[src/rtl/phy_tx_sched.sv]
// Two-requester round-robin byte scheduler that issues one start/data pulse to the
// PHY every BYTE_CYCLES clocks within a burst and idles GAP_CYCLES between bursts.
module phy_tx_sched #(
    parameter int unsigned BYTE_CYCLES = 8,
    parameter int unsigned GAP_CYCLES  = 4
) (
    input  logic       clk,
    input  logic       rst_n,
    input  logic       en,
    input  logic       req0_valid,
    input  logic [7:0] req0_data,
    input  logic       req0_last,
    input  logic       req1_valid,
    input  logic [7:0] req1_data,
    input  logic       req1_last,
    output logic       req0_ready,
    output logic       req1_ready,
    output logic       start,
    output logic [7:0] data,
    output logic       busy,
    output logic       grant
);

    typedef enum logic [1:0] {
        S_IDLE  = 2'd0,
        S_ISSUE = 2'd1,
        S_WAIT  = 2'd2,
        S_GAP   = 2'd3
    } state_t;

    // A last byte waits one extra cycle so the next burst starts B+G+2 after it.
    localparam logic [7:0] WAIT_LOAD      = 8'(BYTE_CYCLES - 2);
    localparam logic [7:0] WAIT_LOAD_LAST = 8'(BYTE_CYCLES - 1);
    localparam logic [7:0] GAP_LOAD       = (GAP_CYCLES == 0) ? 8'd0 : 8'(GAP_CYCLES - 1);

    state_t     state_q, state_d;
    logic [7:0] cnt_q, cnt_d;
    logic       grant_q, grant_d;
    logic       last_q, last_d;
    logic       start_q, start_d;
    logic [7:0] data_q, data_d;
    logic       busy_q, busy_d;

    logic       sel_valid_s;
    logic [7:0] sel_data_s;
    logic       sel_last_s;
    logic       hs_s;

    assign sel_valid_s = grant_q ? req1_valid : req0_valid;
    assign sel_data_s  = grant_q ? req1_data  : req0_data;
    assign sel_last_s  = grant_q ? req1_last  : req0_last;
    assign hs_s        = (state_q == S_ISSUE) && sel_valid_s;

    assign req0_ready = (state_q == S_ISSUE) && !grant_q && req0_valid;
    assign req1_ready = (state_q == S_ISSUE) &&  grant_q && req1_valid;

    assign start = start_q;
    assign data  = data_q;
    assign busy  = busy_q;
    assign grant = grant_q;

    // Next-state, arbitration and pacing counter.
    always_comb begin
        state_d = state_q;
        cnt_d   = cnt_q;
        grant_d = grant_q;
        last_d  = last_q;
        start_d = 1'b0;
        data_d  = data_q;
        case (state_q)
            S_IDLE: begin
                if (en && (req0_valid || req1_valid)) begin
                    grant_d = (req0_valid && req1_valid) ? ~grant_q : req1_valid;
                    state_d = S_ISSUE;
                end else begin
                    state_d = S_IDLE;
                end
            end
            S_ISSUE: begin
                if (hs_s) begin
                    start_d = 1'b1;
                    data_d  = sel_data_s;
                    last_d  = sel_last_s;
                    cnt_d   = sel_last_s ? WAIT_LOAD_LAST : WAIT_LOAD;
                    state_d = S_WAIT;
                end else begin
                    state_d = S_ISSUE;
                end
            end
            S_WAIT: begin
                if (cnt_q == 8'd0) begin
                    if (!last_q) begin
                        state_d = S_ISSUE;
                    end else if (GAP_CYCLES == 0) begin
                        state_d = S_IDLE;
                    end else begin
                        cnt_d   = GAP_LOAD;
                        state_d = S_GAP;
                    end
                end else begin
                    cnt_d = cnt_q - 8'd1;
                end
            end
            S_GAP: begin
                if (cnt_q == 8'd0) begin
                    state_d = S_IDLE;
                end else begin
                    cnt_d = cnt_q - 8'd1;
                end
            end
            default: begin
                state_d = S_IDLE;
                cnt_d   = 8'd0;
            end
        endcase
        busy_d = (state_d != S_IDLE);
    end

    // State and registered outputs.
    always_ff @(posedge clk or negedge rst_n) begin
        if (!rst_n) begin
            state_q <= S_IDLE;
            cnt_q   <= 8'd0;
            grant_q <= 1'b1;
            last_q  <= 1'b0;
            start_q <= 1'b0;
            data_q  <= 8'd0;
            busy_q  <= 1'b0;
        end else begin
            state_q <= state_d;
            cnt_q   <= cnt_d;
            grant_q <= grant_d;
            last_q  <= last_d;
            start_q <= start_d;
            data_q  <= data_d;
            busy_q  <= busy_d;
        end
    end

endmodule

[config.mk]
export PLATFORM = sky130hd
export DESIGN_NAME = phy_tx_sched
export DESIGN_NICKNAME = d
export VERILOG_FILES = /design/src/rtl/phy_tx_sched.sv
export SDC_FILE = /design/constraint.sdc
export NUM_CORES = 1
export LEC_CHECK = 0
export CORE_ASPECT_RATIO = 0.7
export CORE_MARGIN = 4
export CORE_UTILIZATION = 49
export DETAILED_ROUTE_END_ITERATION = 6
export PLACE_DENSITY = 0.83
export SLEW_MARGIN = 10
export SYNTH_ARGS = -nofsm -noshare
export SYNTH_HDL_FRONTEND = slang
export SYNTH_SLANG_ARGS = --single-unit
export TNS_END_PERCENT = 50
[constraint.sdc]
create_clock -name clk -period 3.9 [get_ports clk]
set_input_delay 0.39 -clock clk [delete_from_list [all_inputs] [get_ports clk]]
set_output_delay 0.39 -clock clk [all_outputs]
set_load 0.02 [all_outputs]
==> results of run 1 <==
==> stage by stage <==
| step | instance area [um2] | utilization (%) | instances | total power, mW | hold WS (ns) |
|---|---|---|---|---|---|
| floorplan | 1190 | - | 118 | 0.548 | 0.0944 |
| detailed placement | 1560 | 70.0 | 180 | 0.640 | 0.475 |
| CTS | 1590 | 71.7 | 184 | 0.770 | 0.504 |
| finish | 1590 | 71.7 | 184 | 0.764 | 0.500 |
| global placement | 1560 | 70.0 | 180 | 0.628 | 0.465 |
| global route | 1590 | 71.7 | 184 | 0.818 | 0.555 |
==> worst paths after layout <==
path                          from  slack, ns  endpoint  cells after the start
setup / recovery             grant       1.49  cnt_q[0]                      5
hold / removal             data[2]       0.50   data[2]                      2
setup reg to reg             grant       1.49  cnt_q[0]                      5
hold reg to reg            data[2]       0.50   data[2]                      2
max in group asynchronous    rst_n       2.73  cnt_q[2]                      1
min in group asynchronous    rst_n       0.59     start                      1
==> logic make-up (layout without fill, tap and decap cells) <==
group                      after synthesis  after routing  share of synthesized area, %
and+or+nand+nor                         36             36                          16.7
AOI/OAI and AO/OA                       31             31                          17.6
adders and majority gates                2              2                          2.10
buffers and inverters                   13             47                          4.63
DFF                                     22             22                          46.4
muxes                                   14             14                          12.6
==> layout by cell type (no fill, tap or decap), drive strengths merged, types with 2 or more instances in the layout <==
cell,netlist,layout
a21oi,6,6
a22o,2,2
a22oi,4,4
a31oi,3,3
and2,2,2
clkbuf,1,4
clkdlybuf4s50,0,35
dfrtp,21,21
ha,2,2
inv,8,8
mux2,2,2
mux2i,12,12
nand2,17,17
nand2b,3,3
nand3,2,2
nor2,5,5
nor3,2,2
o21ai,11,11
==> state kept, by name, indices dropped and copies added (netlist names) <==
name,cells
busy,1
start,1
last_q,1
data,8
grant,1
cnt_q,8
state_q,2
==> power groups by stage <==
| stage | combinational, mW | sequential (mW) | clock, mW |
|---|---|---|---|
| after floorplan | 0.196 | 0.352 | 0 |
| after global placement | 0.271 | 0.357 | 0 |
| after detailed placement | 0.280 | 0.360 | 0 |
| after CTS | 0.282 | 0.355 | 0.133 |
| after global routing | 0.310 | 0.365 | 0.143 |
| final | 0.281 | 0.356 | 0.126 |
==> layer usage <==
metal	global-route usage [%]	wire length [um]	vias up
li1	-	-	488
met1	21.4	1190	492
met2	29.6	1330	40
met3	5.53	187	6
met4	10.1	59	0
met5	0	0	-
==> layout make-up <==
class	instances	area [um2]
clock buffer	4	36.3
fill	185	631
inverter	8	32.5
multi-input combinational	83	583
sequential	22	552
tap	32	40.0
timing repair buffer	35	350
==> cells in the mapped netlist <==
| master | number | area share, % |
|---|---|---|
| a31oi_2 | 1 | 1.1 |
| o21ai_0 | 11 | 4.6 |
| a31oi_1 | 2 | 1.1 |
| mux2i_1 | 12 | 10 |
| nor4_1 | 1 | 0.53 |
| clkbuf_1 | 1 | 0.32 |
| buf_1 | 1 | 0.32 |
| or3_2 | 1 | 0.63 |
| dfstp_2 | 1 | 2.2 |
| a21oi_1 | 6 | 2.5 |
| inv_4 | 1 | 0.53 |
| a31o_4 | 1 | 1.5 |
| and2_1 | 1 | 0.53 |
| nor3_1 | 1 | 0.42 |
| nand2b_1 | 3 | 1.6 |
| mux2_4 | 2 | 2.5 |
| o31ai_1 | 1 | 0.63 |
| ha_1 | 2 | 2.1 |
| dfrtp_1 | 21 | 44 |
| and2_4 | 1 | 0.74 |
| nand3_1 | 2 | 0.84 |
| or2_1 | 1 | 0.53 |
| a22oi_1 | 4 | 2.5 |
| o32ai_1 | 1 | 0.74 |
| a41oi_1 | 1 | 0.74 |
| nor2_1 | 5 | 1.6 |
| buf_2 | 3 | 1.3 |
| nor3b_1 | 1 | 0.63 |
| a22o_1 | 1 | 0.74 |
| a211oi_1 | 1 | 0.63 |
| nor3_4 | 1 | 1.4 |
| inv_1 | 7 | 2.2 |
| nor4b_4 | 1 | 2.0 |
| nand2_1 | 17 | 5.4 |
| a22o_2 | 1 | 0.84 |
==> worst reg2reg max path: stages (launching register included) <==
cell     delay [ns]
dfstp_2        0.78
mux2i_1        0.26
or2_1          0.63
and2_4         0.30
inv_4          0.05
mux2_4         0.29
==> results.md, run 1 <==
- Status: finished clean
- Relative max-transition margin: 36.0%
- Measured slew at the worst slew-check pin: 0.958 ns
- Signed area change from the synthesized netlist to the final layout: 34.0%
- Power density over the cells: 479 nW/um2
- Site Rows: 14
- Drt total wl: 2760 um
- Number of instances in the synthesized netlist: 118
- Type of destination of the critical path: register
- Syn Nets: 143
- Final period util: 61.8%
- Worst min path class: register to register
- Flip-flop and latch count after synthesis: 22
- Maximum capacitance violations: 0
- Bufs on Longest Clock Path: 2
- CTS tree: done
- Critical path class: register to register
- Setup repair after global routing missed its margin: no
- Initial cell density of the core: 53.5%
- Worst-skew pair later-pin latency: 0.32 ns
- Cell type of the slowest stage on the worst timing path: dfstp_2
- Worst Setup Slack post-DPL: 1.50 ns
- Share of cells above drive strength 1: 9.87%
- Crit path largest cell delay: 0.78 ns
- Final Hold Viols: 0
- Pleak: 0.677 nW
- Clock network power share: 16.5%
- Initial antenna violation count: 0
- Family with the most delay on the worst path: simple AND/OR/NAND/NOR gates
- Number of clock sinks seen by CTS: 22
- Final Skew: 0.00472 ns
- Final TNS setup: 0 ns
- Post-detailed-placement half-perimeter wirelength: 2130 um
- Netlist Area Pre-Place: 1190 um2
- Cts hold-fix bufs: 0
- Data required time at the worst endpoint: 4.11 ns
- Buffer type at the clock tree root: clkbuf_4
- Share of synthesized area occupied by flip-flops and latches: 46.4%
- Maximum number of pins on one net before global-route repair: 27
- First-pass GRT wire length: 4450 um
- First DRT Iteration DRCs: 62
- Number of design rule violations left after detail routing: 0
- Register share of total power: 46.6%
- CTS H-Tree Depth: 1
- Antenna diode instance count: 0
- Synth warn: 0
- Routed length per placed instance: 15.0 um
- IR drop worst, VDD: 0.283 mV
- Vias: 1,026
- Clock input transition at the sequential cells of the worst setup and hold paths: 0.12 ns
- Ports: 36
- Post-route worst setup slack: 1.49 ns
- Full die area: 3290 um2
- Area inside the core boundary: 2220 um2
- Die Y-Extent: 49.2 um
- Post-cts repair resize count: 0
- Final Net Count: 178
- Overall overflow remaining after global route: 0
- Vias in the first global route: 1,035
- Weighted congestion reported at the end of routability-driven placement: 0.892
- Internal power: 490 uW
- Total of endpoints with negative setup slack in the final report: 0
- Switching Fraction: 35.8%
- Port-buffer cells: 35
- Post CTS Setup Buffer Count: 0
- Avg Cell Area, Syn: 10.1 um2
- Switch Pwr: 273 uW
- Arrival time worst endpoint: 2.62 ns
- Fmax: 415 MHz
- Series of cell instances along the critical path: mux2i_1, or2_1, and2_4, inv_4, mux2_4
- Number of unique standard cell types used by synthesis: 35
- Crit path launch type: register
- Chip Width: 66.9 um
- Worst Path Max Fanout: 26
- Number of iterations in the first detailed-routing pass: 4
- Power share of the combinational group: 36.8%
- Inserted Clock Buffers: 3
- Max-slew violation count: 0
- Average vias per placed instance: 5.58
- Final critical delay including setup and external delays: 2.41 ns
- Combined global-route utilization of all metal layers: 18.3%
- Buffering stage count on the worst path with inverters included: 1
- Routed Antenna Nets: 0
(Power assumes the default switching activity.)
==> run 2, diff against run 1 <==
- CORE_UTILIZATION: 49 -> 46
- PLACE_DENSITY: 0.83 -> 0.79
- clock period: 3.9 -> 2.3 ns (I/O delays scaled with it)
==> run 2 against run 1 <==
Compared with the run above:
- clock skew increased by 0.0061 ns
- register-to-register slack lost 1.1 ns
- die area up 5.6%
- first-iteration DRC count fell by 18%
- core utilization decreased by 4.4 points
- hold slack worse by 0.20 ns
- count of clock-buffer cells in the layout fell by 1
- critical path depth shrank 2
- clock power increased to 2.9 times the previous value
==> results.md, run 2 (synthesis results as in run 1) <==
- Initial cell density of the core: 48.4%
- Final critical delay including setup and external delays: 1.95 ns
- Worst Setup Slack post-DPL: 0.439 ns
- Pleak: 0.706 nW
- Critical path class: register to primary output
- Ports: 36
- First-pass GRT wire length: 4600 um
- Chip Width: 68.8 um
- Combined global-route utilization of all metal layers: 18.3%
- Measured slew at the worst slew-check pin: 0.859 ns
- Antenna diode instance count: 0
- Number of clock sinks seen by CTS: 22
- Maximum number of pins on one net before global-route repair: 23
- Max-slew violation count: 0
- Vias in the first global route: 968
- Post-place instance area: 1580 um2
- Post-cts repair resize count: 0
- Drt total wl: 2820 um
- Final Skew: 0.0108 ns
- Routed Antenna Nets: 0
- Commonest non-fill, non-tap cells in the layout: clkdlybuf4s50_1 (35), dfrtp_1 (21), nand2_1 (17)
- Final period util: 84.6%
- Inserted Clock Buffers: 3
- Weighted congestion reported at the end of routability-driven placement: 0.872
- Worst Path Max Fanout: 4
- Fmax: 514 MHz
- Port-buffer cells: 35
- Vias: 988
- Number of design rule violations left after detail routing: 0
- Relative max-transition margin: 42.2%
- Worst-skew pair later-pin latency: 0.27 ns
- Cts hold-fix bufs: 0
- Worst min path class: input pin to async pin
- CTS H-Tree Depth: 1
- Data required time at the worst endpoint: 2.07 ns
- Clock input transition at the sequential cells of the worst setup and hold paths: 0.08 ns
- Maximum capacitance violations: 0
- Site Rows: 15
- Share of cells above drive strength 1: 11.6%
- Die Y-Extent: 50.6 um
- Buffer type at the clock tree root: clkbuf_8
- Area inside the core boundary: 2460 um2
- Finished layout cell area: 1650 um2
- Status: finished clean
- Routed length per placed instance: 14.9 um
- Final Net Count: 181
- Average vias per placed instance: 5.23
- Number of fill cells: 199
- Number of iterations in the first detailed-routing pass: 4
- CTS tree: done
- Most common library cell in the layout ignoring fill and taps: clkdlybuf4s50_1
- Type of destination of the critical path: primary output
- Arrival time worst endpoint: 1.72 ns
- Total of endpoints with negative setup slack in the final report: 0
- Post CTS Setup Buffer Count: 0
- Setup repair after global routing missed its margin: no
- Reg-to-reg slack, setup: 0.43 ns
- Bufs on Longest Clock Path: 2
- Initial antenna violation count: 0
- IR drop worst, VDD: 0.570 mV
- Signed area change from the synthesized netlist to the final layout: 39.0%
- Overall overflow remaining after global route: 0
- Crit path launch type: register
- Final TNS setup: 0 ns
- Post-detailed-placement half-perimeter wirelength: 2190 um
- First DRT Iteration DRCs: 51
- Post-route worst setup slack: 0.354 ns
- Full die area: 3480 um2
- Power density over the cells: 879 nW/um2
- Final Hold Viols: 0
## run 2: worst max-delay path: stages (launching register included)
cell and delay, ns:
dfrtp_1 0.43, nand2b_1 0.19, nor3b_1 0.19, clkdlybuf4s50_1 0.64
## run 2: metrics by stage
| stage | utilization, % | hold WS [ns] | std cells | power (mW) |
|---|---|---|---|---|
| floorplan | - | -0.0656 | 118 | 0.929 |
| global placement | 64.4 | 0.462 | 185 | 1.07 |
| detailed placement | 64.4 | 0.470 | 185 | 1.09 |
| CTS | 67.3 | 0.304 | 189 | 1.46 |
| global route | 67.3 | 0.315 | 189 | 1.55 |
| finish | 67.3 | 0.300 | 189 | 1.45 |
## run 2: path summary, 6_finish.rpt
check / from / to / cells past startpoint
min in group clk: data[5] / data[5] / 2
worst min register to register: data[5] / data[5] / 2
worst min-delay path: rst_n / cnt_q[7] / 2
worst max-delay path: state_q[1] / req0_ready / 3
max in group asynchronous: rst_n / grant / 2
worst max register to register: cnt_q[0] / cnt_q[1] / 7
## run 2: cell type report
type,count,area [um2],area share (%)
multi-input combinational,83,583,35.2
sequential,22,552,33.4
timing repair buffer,38,373,22.5
tap,34,42.5,2.57
clock buffer,3,41.3,2.50
inverter,8,32.5,1.97
clock inverter,1,30.0,1.82
## run 2: routing by layer
metal	share of wire, %	vias up	GRT usage [%]
met3	3.5	4	5.82
met4	1.3	0	5.83
li1	-	492	-
met2	50	17	29.6
met1	45	475	22.9
met5	0	-	0
## run 2: power by group
group / leakage [nW] / switching, mW / internal, mW
Sequential: 0.265 / 0.122 / 0.478
Clock: 0.0357 / 0.128 / 0.233
Combinational: 0.406 / 0.232 / 0.261
Total: 0.706 / 0.483 / 0.972
==> run 3, diff against run 2 <==
- CORE_UTILIZATION: 46 -> 41
- PLACE_DENSITY: 0.79 -> 0.74
- clock period: 2.3 -> 1.7 ns (I/O delays scaled with it)
==> run 3 against run 2 <==
Compared with the run above:
- clock power rose by 5.8%
- routed wire length rose by 5.2%
- sequential power rose by 32%
- combinational power rose by 70%
- power rose by 38%
- final area rose by 7.4%
- highest routed layer unchanged
- sequential cell count did not move
==> results.md, run 3 (synthesis results as in run 1) <==
- IR drop worst, VDD: 0.668 mV
- Average vias per placed instance: 5.09
- Data required time at the worst endpoint: 1.85 ns
- Commonest non-fill, non-tap cells in the layout: clkdlybuf4s50_1 (32), dfrtp_1 (21), nand2_1 (17)
- Power density over the cells: 1130 nW/um2
- Cell type of the slowest stage on the worst timing path: dfrtp_1
- Final period util: 97.6%
- Critical Path End: cnt_q[0]
- Ports: 36
- CTS tree: done
- Worst Path Max Fanout: 4
- Share of cells above drive strength 1: 22.5%
- Worst min path class: input pin to async pin
- Worst-skew pair later-pin latency: 0.27 ns
- Power share of the combinational group: 41.7%
- Area inside the core boundary: 2780 um2
- Final Net Count: 195
- Measured slew at the worst slew-check pin: 0.313 ns
- Crit path launch type: register
- FF-to-FF path depth: 7
- Status: finished clean
- Number of iterations in the first detailed-routing pass: 4
- Antenna diode instance count: 0
- Vias: 1,044
- Switching Fraction: 34.8%
- Max-slew violation count: 0
- First DRT Iteration DRCs: 30
- Pleak: 0.799 nW
- Reg-to-reg slack, setup: 0.04 ns
- Fmax: 603 MHz
- Series of cell instances along the critical path: inv_2, ha_4, nor4b_4, a31o_4, and2_4, inv_4, mux2_4
- Routed length per placed instance: 14.5 um
- Final critical delay including setup and external delays: 1.66 ns
- First-pass GRT wire length: 5160 um
- Number of fill cells: 229
- Maximum capacitance violations: 0
- Initial cell density of the core: 42.8%
- Number of clock sinks seen by CTS: 22
- Full die area: 3840 um2
- Final Skew: 0.00386 ns
- Switch Pwr: 701 uW
- Drt total wl: 2960 um
- Cell count after placement: 199
- Most common library cell in the layout ignoring fill and taps: clkdlybuf4s50_1
- Vias in the first global route: 1,150
- Combined global-route utilization of all metal layers: 17.4%
- Total of endpoints with negative setup slack in the final report: 0
- Weighted congestion reported at the end of routability-driven placement: 0.866
- Routed Antenna Nets: 0
- Initial antenna violation count: 0
- Number of design rule violations left after detail routing: 0
- Buffer type at the clock tree root: clkbuf_8
- Inserted Clock Buffers: 3
- Chip Width: 72.4 um
- Relative max-transition margin: 79.1%
- Internal power: 1.31 mW
- Bufs on Longest Clock Path: 2
- Overall overflow remaining after global route: 0
- Signed area change from the synthesized netlist to the final layout: 49.3%
- Crit path largest cell delay: 0.39 ns
- CTS H-Tree Depth: 1
- Arrival time worst endpoint: 1.81 ns
- Final Hold Viols: 0
- Die Y-Extent: 53.1 um
- Port-buffer cells: 35
- Crit Reg-Reg Endpoint: cnt_q[0]
- Clock input transition at the sequential cells of the worst setup and hold paths: 0.08 ns
- Reg-to-reg startpoint: cnt_q[1]
- Clock network power share: 19.0%
- Register share of total power: 39.3%
- Type of destination of the critical path: register
- Critical path class: register to register
- Post-detailed-placement half-perimeter wirelength: 2350 um
- Site Rows: 16
- Final cell count without fillers: 205
- Launch point of the worst path: cnt_q[1]
- Maximum number of pins on one net before global-route repair: 23
- Worst hold-check slack: 0.245 ns
- Setup repair after global routing missed its margin: yes
run 3: changes by cell type in the layout (fill, tap and decap cells not counted), moves of 2 or more:
cell,before,now
buf_4,3,16
clkdlybuf4s50_1,35,32
dlygate4sd2_1,0,2
inv_1,7,5
inv_2,0,2
run 3: critical path: cells and delay by family, from the launching register on:
family                   cells  cell delay (ns)
AO/OA/AOI/OAI                1             0.20
adder cells (fa/ha/maj)      1             0.12
buffers and inverters        2             0.12
flip-flops                   1             0.39
multiplexers                 1             0.28
AND/OR/NAND/NOR              2             0.43
run 3: area by class of cell:
cell class,instances,area (um2),area share (%)
Clock buffer,4,55.1,3.10
Timing Repair Buffer,52,482,27.1
Inverter,8,32.5,1.83
Tap cell,36,45.0,2.54
Sequential cell,22,552,31.1
Multi-Input combinational cell,83,611,34.4
run 3: what timing repair did:
action,in CTS,in global routing
setup buffers,1,1
hold buffers,0,0
endpoints found under the setup margin,6,10
pin swaps,0,3
resized for setup,2,9
hold endpoints to repair,0,0
run 3: per-layer routing:
layer	vias up	routed length [um]	GRT usage (%)
met5	-	0	0
met3	2	171	5.12
met1	500	1280	20.2
li1	520	-	-
met4	0	8	3.37
met2	22	1510	32.0
run 3: through the flow:
stage / TNS [ns] / util [%] / total power [mW] / cell area, um2 / setup WS (ns)
finish: 0 / 63.8 / 2.01 / 1780 / 0.0405
detailed placement: -0.0597 / 60.2 / 1.59 / 1680 / -0.0525
global placement: -0.00574 / 60.2 / 1.53 / 1680 / -0.00574
floorplan: -0.0611 / - / 1.26 / 1200 / -0.0306
global route: -0.0965 / 63.8 / 2.17 / 1780 / -0.0305
CTS: 0 / 62.4 / 1.97 / 1740 / 0.00206
run 3: how the worst min path moves through the flow:
stage	startpoint	endpoint	cells past startpoint
floorplan	rst_n	busy	0
global route	rst_n	cnt_q[2]	2
global placement	data[6]	data[6]	2
detailed placement	data[5]	data[5]	2
CTS	rst_n	cnt_q[2]	2
finish	rst_n	cnt_q[2]	2
run 3: power groups by stage:
stage | registers [mW] | logic (mW) | clock network, mW
after CTS | 0.788 | 0.796 | 0.388
after global routing | 0.811 | 0.940 | 0.417
final | 0.792 | 0.839 | 0.382
after detailed placement | 0.797 | 0.788 | 0
after global placement | 0.790 | 0.745 | 0
after floorplan | 0.807 | 0.452 | 0
